**config.mk**
```make
export PLATFORM = sky130hd
export DESIGN_NAME = clk_monitor
export DESIGN_NICKNAME = d
export VERILOG_FILES = /design/src/rtl/clk_mon_pkg.sv /design/src/rtl/sync_edge_det.sv /design/src/rtl/clk_monitor.sv
export SDC_FILE = /design/constraint.sdc
export NUM_CORES = 1
export LEC_CHECK = 0
export ABC_CLOCK_PERIOD_IN_PS = 3600
export BUFFER_PORTS_ARGS = -buffer_cell sky130_fd_sc_hd__buf_2
export CORE_MARGIN = 3
export CORE_UTILIZATION = 60
export CTS_CLUSTER_DIAMETER = 40
export DETAILED_ROUTE_END_ITERATION = 6
export PLACE_DENSITY = 0.8
export SLEW_MARGIN = 0
export SYNTH_ARGS = -nofsm -noshare
export SYNTH_HDL_FRONTEND = slang
export SYNTH_SLANG_ARGS = --single-unit
```
**constraint.sdc**
```tcl
create_clock -name clk_12mhz -period 3.6 [get_ports clk_12mhz]
set_input_delay 0 -clock clk_12mhz [delete_from_list [all_inputs] [get_ports clk_12mhz]]
set_output_delay 0 -clock clk_12mhz [all_outputs]
set_load 0.01 [all_outputs]
```
**src/rtl/clk_mon_pkg.sv**
```systemverilog
// Shared FSM state type and default parameter values for the clock monitor.
package clk_mon_pkg;

    typedef enum logic [1:0] {
        IDLE = 2'd0,
        HIGH = 2'd1,
        LOW  = 2'd2
    } mon_state_t;

    localparam int DEFAULT_TIMEOUT      = 65535;
    localparam int DEFAULT_EXPECTED_DIV = 12;

endpackage

```
**src/rtl/sync_edge_det.sv**
```systemverilog
// Two-flop synchronizer plus one edge flop; rise/fall are one-cycle pulses.
// Latency: a clk_in transition is acted on by the consumer 3 clk_12mhz edges later; no backpressure.
module sync_edge_det (
    input  logic clk_12mhz,
    input  logic rst,
    input  logic clk_in,
    output logic rise,
    output logic fall
);

    logic sync_q1;
    logic sync_q2;
    logic edge_q;

    always_ff @(posedge clk_12mhz or posedge rst) begin
        if (rst) begin
            sync_q1 <= 1'b0;
            sync_q2 <= 1'b0;
            edge_q  <= 1'b0;
        end else begin
            sync_q1 <= clk_in;
            sync_q2 <= sync_q1;
            edge_q  <= sync_q2;
        end
    end

    assign rise = sync_q2 & ~edge_q;
    assign fall = ~sync_q2 & edge_q;

endmodule

```
**src/rtl/clk_monitor.sv**
```systemverilog
// Measures clk_in high/low/period in clk_12mhz cycles and flags stalls; CLK_MON_EXPECT_CHECK_EN adds mismatch.
// Latency: results one cycle after the closing rising edge is detected; no backpressure, meas_valid is a pulse.
module clk_monitor
    import clk_mon_pkg::*;
#(
    parameter int CNT_W        = 16,
    parameter int TIMEOUT      = DEFAULT_TIMEOUT,
    parameter int EXPECTED_DIV = DEFAULT_EXPECTED_DIV
) (
    input  logic             clk_12mhz,
    input  logic             rst,
    input  logic             clk_in,
    output logic [CNT_W-1:0] high_cycles,
    output logic [CNT_W-1:0] low_cycles,
    output logic [CNT_W:0]   period_cycles,
    output logic             meas_valid,
    output logic             stalled
`ifdef CLK_MON_EXPECT_CHECK_EN
    ,
    output logic             mismatch
`endif
);

    localparam longint CNT_LIMIT = (longint'(1) << CNT_W) - 1;
    localparam logic [CNT_W-1:0] CNT_MAX     = '1;
    localparam logic [CNT_W-1:0] CNT_ONE     = CNT_W'(1);
    localparam logic [CNT_W-1:0] TIMEOUT_CNT = CNT_W'(TIMEOUT);

    // Reject configurations where the stall threshold can never be reached.
    if (TIMEOUT < 1 || longint'(TIMEOUT) > CNT_LIMIT || EXPECTED_DIV < 1) begin : g_bad_params
        $error("clk_monitor: TIMEOUT must be 1..2^CNT_W-1 and EXPECTED_DIV >= 1");
    end

    logic rise;
    logic fall;

    sync_edge_det u_sync_edge_det (
        .clk_12mhz (clk_12mhz),
        .rst       (rst),
        .clk_in    (clk_in),
        .rise      (rise),
        .fall      (fall)
    );

    mon_state_t       state;
    mon_state_t       state_nxt;
    logic [CNT_W-1:0] cnt;
    logic [CNT_W-1:0] cnt_nxt;
    logic [CNT_W-1:0] cnt_inc;
    logic [CNT_W-1:0] high_lat;
    logic [CNT_W-1:0] high_lat_nxt;
    logic [CNT_W:0]   period_sum;
    logic             at_timeout;
    logic             publish;
    logic             stall_set;
    logic             stall_clr;

    assign cnt_inc    = (cnt == CNT_MAX) ? cnt : cnt + CNT_ONE;
    assign at_timeout = (cnt == TIMEOUT_CNT);
    assign period_sum = {1'b0, high_lat} + {1'b0, cnt};

    // An edge arriving in the timeout cycle takes priority over the stall.
    always_comb begin
        state_nxt    = state;
        cnt_nxt      = cnt;
        high_lat_nxt = high_lat;
        publish      = 1'b0;
        stall_set    = 1'b0;
        stall_clr    = 1'b0;
        case (state)
            IDLE: begin
                if (rise) begin
                    state_nxt = HIGH;
                    cnt_nxt   = CNT_ONE;
                    stall_clr = 1'b1;
                end
            end
            HIGH: begin
                if (fall) begin
                    high_lat_nxt = cnt;
                    cnt_nxt      = CNT_ONE;
                    state_nxt    = LOW;
                end else if (at_timeout) begin
                    state_nxt = IDLE;
                    cnt_nxt   = '0;
                    stall_set = 1'b1;
                end else begin
                    cnt_nxt = cnt_inc;
                end
            end
            LOW: begin
                if (rise) begin
                    publish   = 1'b1;
                    cnt_nxt   = CNT_ONE;
                    state_nxt = HIGH;
                end else if (at_timeout) begin
                    state_nxt = IDLE;
                    cnt_nxt   = '0;
                    stall_set = 1'b1;
                end else begin
                    cnt_nxt = cnt_inc;
                end
            end
            default: begin
                state_nxt = IDLE;
                cnt_nxt   = '0;
            end
        endcase
    end

    always_ff @(posedge clk_12mhz or posedge rst) begin
        if (rst) begin
            state         <= IDLE;
            cnt           <= '0;
            high_lat      <= '0;
            high_cycles   <= '0;
            low_cycles    <= '0;
            period_cycles <= '0;
            meas_valid    <= 1'b0;
            stalled       <= 1'b0;
        end else begin
            state      <= state_nxt;
            cnt        <= cnt_nxt;
            high_lat   <= high_lat_nxt;
            meas_valid <= publish;
            if (publish) begin
                high_cycles   <= high_lat;
                low_cycles    <= cnt;
                period_cycles <= period_sum;
            end
            if (stall_set) begin
                stalled <= 1'b1;
            end else if (stall_clr) begin
                stalled <= 1'b0;
            end
        end
    end

`ifdef CLK_MON_EXPECT_CHECK_EN
    always_ff @(posedge clk_12mhz or posedge rst) begin
        if (rst) begin
            mismatch <= 1'b0;
        end else if (publish) begin
            mismatch <= (period_sum != (CNT_W+1)'(EXPECTED_DIV));
        end
    end
`endif

endmodule

```
==> impl_metrics.yaml, run 1 <==
outcome:
  outcome: "complete, no violations"
global_route:
  antenna_found_initial: 0
  grt_overflow: 0
  grt_pass1_vias: 3379
  grt_max_degree: 69
  grt_first_pass_wirelength_um: 16200
  grt_usage_pct: 24.4
synthesis:
  synth_top_area_share_pct: 50.8
  ys_seq_area_share_pct: 50.8
  synth_adder_area_share_pct: 6.53
  muxShareOfSynthArea_pct: 3.32
  synth_area_um2: 4330
  yosysTopAreaCell: "dfrtp_1"
  ys_warn_count: 0
  syn_area_per_cell_um2: 9.42
  yosys-top-cells-count: "135 x nand2_1, 88 x dfrtp_1, 29 x o21ai_0"
  synthTopCellsByArea: "dfrtp_1 51%, nand2_1 12%, ha_1 6.1%, o21ai_0 3.3%, mux2_2 2.9%"
  post_synth_and_or_nand_nor_area_fraction_pct: 19.5
  yosysUniqueCellTypes: 48
  ys_ff_latch: 88
  syn_inst: 460
  synth_edf_count: 0
  synth_top_family_by_area: "simple AND/OR/NAND/NOR gates"
  syn-num-nets: 485
  synth_compound_area_share_pct: 13.3
  async_reset_ff_share_pct: 100
  synth_top_flop_cell: "dfrtp_1"
  synth.most_common_cell: "nand2_1"
  synth_xor_area_share_pct: 3.23
worst_hold_path:
  min_path_cells: 2
  hold_start: "clk_in"
  hp-class: "input pin to flip-flop"
critical_path:
  slowest_delay_ns: 0.60
  worstPathBufferInverterCount: 0
  critPathArrivalTime_ns: 3.05
  crit_start: "cnt[0]"
  crit_fanout: 7
  crit_family: "compound AO/OA/AOI/OAI gates"
  rr_startpoint: "cnt[0]"
  cp-start-kind: "flip-flop"
  r2r_cells: 8
  path_cells: "ha_1, fa_1, a21o_1, a221oi_1, a21oi_1, a31oi_1, xnor2_1, o21ai_0"
  cp.required_ns: 3.83
  critPathKind: "flip-flop to flip-flop"
  end_kind: "flip-flop"
  worst-path-stages: 8
  cp_slowest_cell: "a221oi_1"
placement:
  dp_cells: 592
  gp_congestion: 0.881
  place_ws_ns: 0.775
  portBuffers: 53
  dp.final_hpwl_um: 6800
cts:
  postCtsHoldBufs: 2
  post_cts_buffers: 0
  htree_levels: 3
  clock_latency_ns: 0.36
  cts_tree: "done"
  clkTransAtPathRegs_ns: 0.10
  cts_resized: 0
  cts_num_sinks: 88
  root_buffer: "clkbuf_8"
  clk_path_buf_depth: 2
  cts_buffers: 9
routing:
  drc: 0
  wirelength_um: 9540
  via_per_inst: 5.60
  vias: 3416
  drt-pass1-iter-count: 6
  drtIter0Drc: 211
  routedWlPerCell_um: 15.6
  postRouteAntennaNets: 0
timing:
  fmax_mhz: 355
  fin_setup_tns_ns: 0
  fin_crit_ns: 2.82
  worst_slew_pin_slew_ns: 1.04
  drv_slew: 0
  final-hold-violation-count: 0
  slew_headroom_pct: 30.2
  setup_ws_ns: 0.781
  fin_crit_sh_pct: 78.3
  clock_skew_ns: 0.0139
  rsz0062_at_grt: "no"
  setup_viol: 0
floorplan:
  start_util_pct: 62.7
  die_width_um: 91.0
  design.core.area_um2: 6910
  die_h_um: 91.0
  pin_count: 54
  die_area_um2: 8280
  row_count: 30
power_and_ir_drop:
  ir_drop_uv: 427
  pwr-share-clk_pct: 30.7
  p_per_area_nw_per_um2: 480
  p_leak_nw: 2.59
  seq_power_share_pct: 47.1
  comb_power_share_pct: 22.2
  power.switching_mw: 0.766
  power.internal_mw: 1.58
  swShare_pct: 32.7
finish:
  nets: 534
  layout.cells.non_filler: 610
  antenna_cells: 0
  final_util_pct: 70.7
  syn_to_final_growth_pct: 12.7
  drive_above_1_share_pct: 17.5
job:
  max_cap_viol_count: 0
[worst paths after layout]
kind                       slack [ns]                       to
hold / removal                   0.28  u_sync_edge_det.sync_q1
max in group asynchronous        2.27             high_lat[12]
hold reg to reg                  0.35  u_sync_edge_det.sync_q2
setup / recovery                 0.78        period_cycles[12]
setup reg to reg                 0.78        period_cycles[12]
min in group asynchronous        0.37         period_cycles[7]
[worst register-to-register path, delay by kind of cell (launching register included)]
family / cells / cell delay [ns]
AO/OA/AOI/OAI: 5 / 1.39
XOR/XNOR: 1 / 0.15
adder cells (fa/ha/maj): 2 / 0.70
flip-flops: 1 / 0.45
[cell usage in the layout (no fill, tap or decap), drive strengths merged, types with 3 or more instances in the layout]
| cell | synthesis | final |
|---|---|---|
| nand2 | 135 | 135 |
| dfrtp | 88 | 88 |
| buf | 3 | 57 |
| o21ai | 33 | 33 |
| a21oi | 23 | 23 |
| ha | 21 | 21 |
| nor2 | 19 | 19 |
| mux2 | 11 | 11 |
| nand3 | 11 | 11 |
| inv | 10 | 11 |
| xor2 | 10 | 10 |
| clkbuf | 18 | 10 |
| o31ai | 9 | 9 |
| a21o | 9 | 9 |
| nor3 | 6 | 6 |
| xnor2 | 6 | 6 |
| nand2b | 4 | 4 |
| o21a | 3 | 3 |
| nand4 | 3 | 3 |
| or4 | 3 | 3 |
| a211oi | 3 | 3 |
| and3 | 3 | 3 |
| clkinv | 1 | 3 |
[layer usage]
layer  track usage (%)  up-vias  routed length (um)
met5                 0        -                   0
met4              10.9        0                 200
met3              3.65       17                 463
met2              40.3       91                4780
met1              32.0     1642                4100
li1                  -     1666                   -
[flip-flops by register name, indices dropped and copies added, names as in the netlist]
signal,count
u_sync_edge_det.edge_q,1
period_cycles,17
u_sync_edge_det.sync_q1,1
high_lat,16
state,2
low_cycles,16
stalled,1
cnt,16
meas_valid,1
u_sync_edge_det.sync_q2,1
high_cycles,16
[per-stage QoR]
step | hold slack [ns] | total power [mW] | instance area (um^2)
floorplan | 0.0314 | 1.50 | 4330
global placement | 0.109 | 1.62 | 4650
detailed placement | 0.109 | 1.64 | 4650
CTS | 0.269 | 2.35 | 4880
global route | 0.270 | 2.47 | 4880
finish | 0.277 | 2.34 | 4880
[cell type report]
cell class / count / area, um^2
Clock buffer: 10 / 138
Clock inverter: 6 / 73.8
Fill cell: 559 / 2020
Inverter: 11 / 42.5
Multi-Input combinational cell: 340 / 1990
Sequential cell: 88 / 2200
Tap cell: 96 / 120
Timing Repair Buffer: 59 / 315
[power by group through the flow]
stage               logic, mW  registers [mW]  clock network (mW)
floorplan               0.369            1.13                   0
global placement        0.501            1.12                   0
detailed placement      0.514            1.12                   0
CTS                     0.517            1.10               0.729
global route            0.588            1.12               0.771
finish                  0.519            1.10               0.720
[logic make-up (layout without fill, tap and decap cells)]
logic type               count (synthesis)  after routing
AO/OA/AOI/OAI                           94             94
XOR/XNOR                                16             16
adder cells (fa/ha/maj)                 22             22
buffers and inverters                   32             86
flip-flops                              88             88
multiplexers                            13             13
AND/OR/NAND/NOR                        195            195
No activity file was read; power rests on OpenSTA's default activity.
==> run 2: changes to the inputs <==
- ABC_CLOCK_PERIOD_IN_PS: 3600 -> 2920
- CORE_UTILIZATION: 60 -> 58
- PLACE_DENSITY: 0.8 -> 0.78
- clock period: 3.6 -> 2.92 ns (I/O delays scaled with it)
==> run 2 against run 1 <==
Effect of this change:
- critical path depth grew 1
- total power grew 23%
- sequential power grew 25%
- global-route usage shrank 1.1 points
- wire length shrank 4.1%
- via count shrank 0.64%
- clock power grew 21%
- count of clock-buffer cells in the layout is the same
- core utilization shrank 0.63 points
- clock skew shrank 0.00060 ns
- sequential cell count is the same
- largest power group unchanged
==> impl_metrics.yaml, run 2 (synthesis gave the netlist of run 1 again) <==
finish:
  final_util_pct: 70.1
  drive_above_1_share_pct: 18.0
  regMostFlops: "period_cycles"
  fin_area_um2: 4920
  syn_to_final_growth_pct: 13.5
  mostFrequentLayoutCell: "nand2_1"
  nets: 537
  largest_reg_flops: 17
  fill_cells: 552
  antenna_cells: 0
  final_cell_mix: "134 x nand2_1, 88 x dfrtp_1, 53 x buf_2, 29 x o21ai_0, 23 x a21oi_1"
cts:
  htree_levels: 3
  cts_resized: 0
  clock_latency_ns: 0.36
  root_buffer: "clkbuf_8"
  cts_num_sinks: 88
  cts_buffers: 9
  cts_tree: "done"
  clkTransAtPathRegs_ns: 0.09
  clk_path_buf_depth: 2
timing:
  rsz0062_at_grt: "no"
  fin_crit_ns: 2.53
  clock_skew_ns: 0.0134
  fin_crit_sh_pct: 86.6
  slew_headroom_pct: 58.4
  setup_viol: 0
  fin_setup_tns_ns: 0
  final-hold-violation-count: 0
  worst_slew_pin_slew_ns: 0.620
  drv_slew: 0
  fmax_mhz: 396
global_route:
  grt_overflow: 0
  gr-usage-met1_pct: 29.0
  grt_first_pass_wirelength_um: 15700
  grt_pass1_vias: 3303
  grt_max_degree: 89
  grt_usage_pct: 23.3
  use_met2_pct: 40.1
  grt-busiest-layer: "met2"
  use_met3_pct: 4.31
  antenna_found_initial: 0
floorplan:
  design.core.area_um2: 7020
  start_util_pct: 61.7
  die_area_um2: 8540
  row_count: 30
  die_width_um: 92.4
  pin_count: 54
  die_h_um: 92.4
critical_path:
  cp-start-kind: "flip-flop"
  cp.required_ns: 3.15
  critPathArrivalTime_ns: 2.76
  end_kind: "flip-flop"
  crit_fanout: 7
  r2r_setup_slack_ns: 0.39
  critPathKind: "flip-flop to flip-flop"
routing:
  drt-pass1-iter-count: 4
  drtIter0Drc: 216
  via_per_inst: 5.54
  wirelength_um: 9150
  routedWlPerCell_um: 14.9
  postRouteAntennaNets: 0
  vias: 3394
  drc: 0
placement:
  gp_congestion: 0.939
  dp.final_hpwl_um: 6530
  portBuffers: 53
  dpl_cell_area_um2: 4690
power_and_ir_drop:
  ir_drop_uv: 461
  p_per_area_nw_per_um2: 587
  p_total_mw: 2.89
  p_leak_nw: 2.60
outcome:
  outcome: "complete, no violations"
job:
  max_cap_viol_count: 0
worst_hold_path:
  hp-class: "input pin to async pin"
## run 2: cell count changes in the layout (fill, tap and decap cells not counted)
cell    previous run  this run
buf_4              4         6
buf_12             0         1
## run 2: what timing repair did
item,CTS,global route
hold endpoints to repair,89,0
buffers inserted,0,0
hold buffers,2,0
## run 2: cell type report
| class | instances | area, um^2 | area share (%) |
|---|---|---|---|
| multi-input combinational | 340 | 1990 | 40.5 |
| inverter | 11 | 42.5 | 0.865 |
| clock buffer | 10 | 138 | 2.80 |
| clock inverter | 6 | 73.8 | 1.50 |
| timing repair buffer | 62 | 350 | 7.12 |
| sequential | 88 | 2200 | 44.8 |
| tap | 96 | 120 | 2.44 |
## run 2: critical path, cell delays in order (launching register included)
cell	delay (ns)
dfrtp_1	0.47
ha_1	0.28
fa_1	0.43
a21o_1	0.21
a221oi_1	0.26
buf_4	0.18
a21oi_1	0.08
a31oi_1	0.26
xnor2_1	0.15
o21ai_0	0.08
## run 2: routing by layer
| layer | routed length [um] | vias to the layer above |
|---|---|---|
| met5 | 0 | - |
| met4 | 207 | 0 |
| met3 | 351 | 15 |
| met2 | 4630 | 80 |
| met1 | 3960 | 1620 |
| li1 | - | 1679 |
## run 2: final timing paths
check / endpoint / cells past startpoint / from
worst max-delay path: period_cycles[12] / 9 / cnt[0]
worst min-delay path: u_sync_edge_det.sync_q2 / 4 / rst
worst max register to register: period_cycles[12] / 9 / cnt[0]
worst min register to register: u_sync_edge_det.sync_q2 / 0 / u_sync_edge_det.sync_q1
max in group asynchronous: low_cycles[6] / 4 / rst
min in group clk_12mhz: u_sync_edge_det.sync_q1 / 2 / clk_in
## run 2: stage by stage
stage	hold slack, ns	instances	setup slack, ns
global route	0.269	613	0.208
CTS	0.261	613	0.392
finish	0.258	613	0.393
detailed placement	0.110	595	0.415
floorplan	0.0314	460	0.435
global placement	0.109	595	0.464
## run 2: where the power goes
part | leakage (nW) | switching, mW | internal, mW
Combinational | 1.29 | 0.419 | 0.226
Sequential | 1.21 | 0.0724 | 1.30
Clock | 0.101 | 0.445 | 0.429
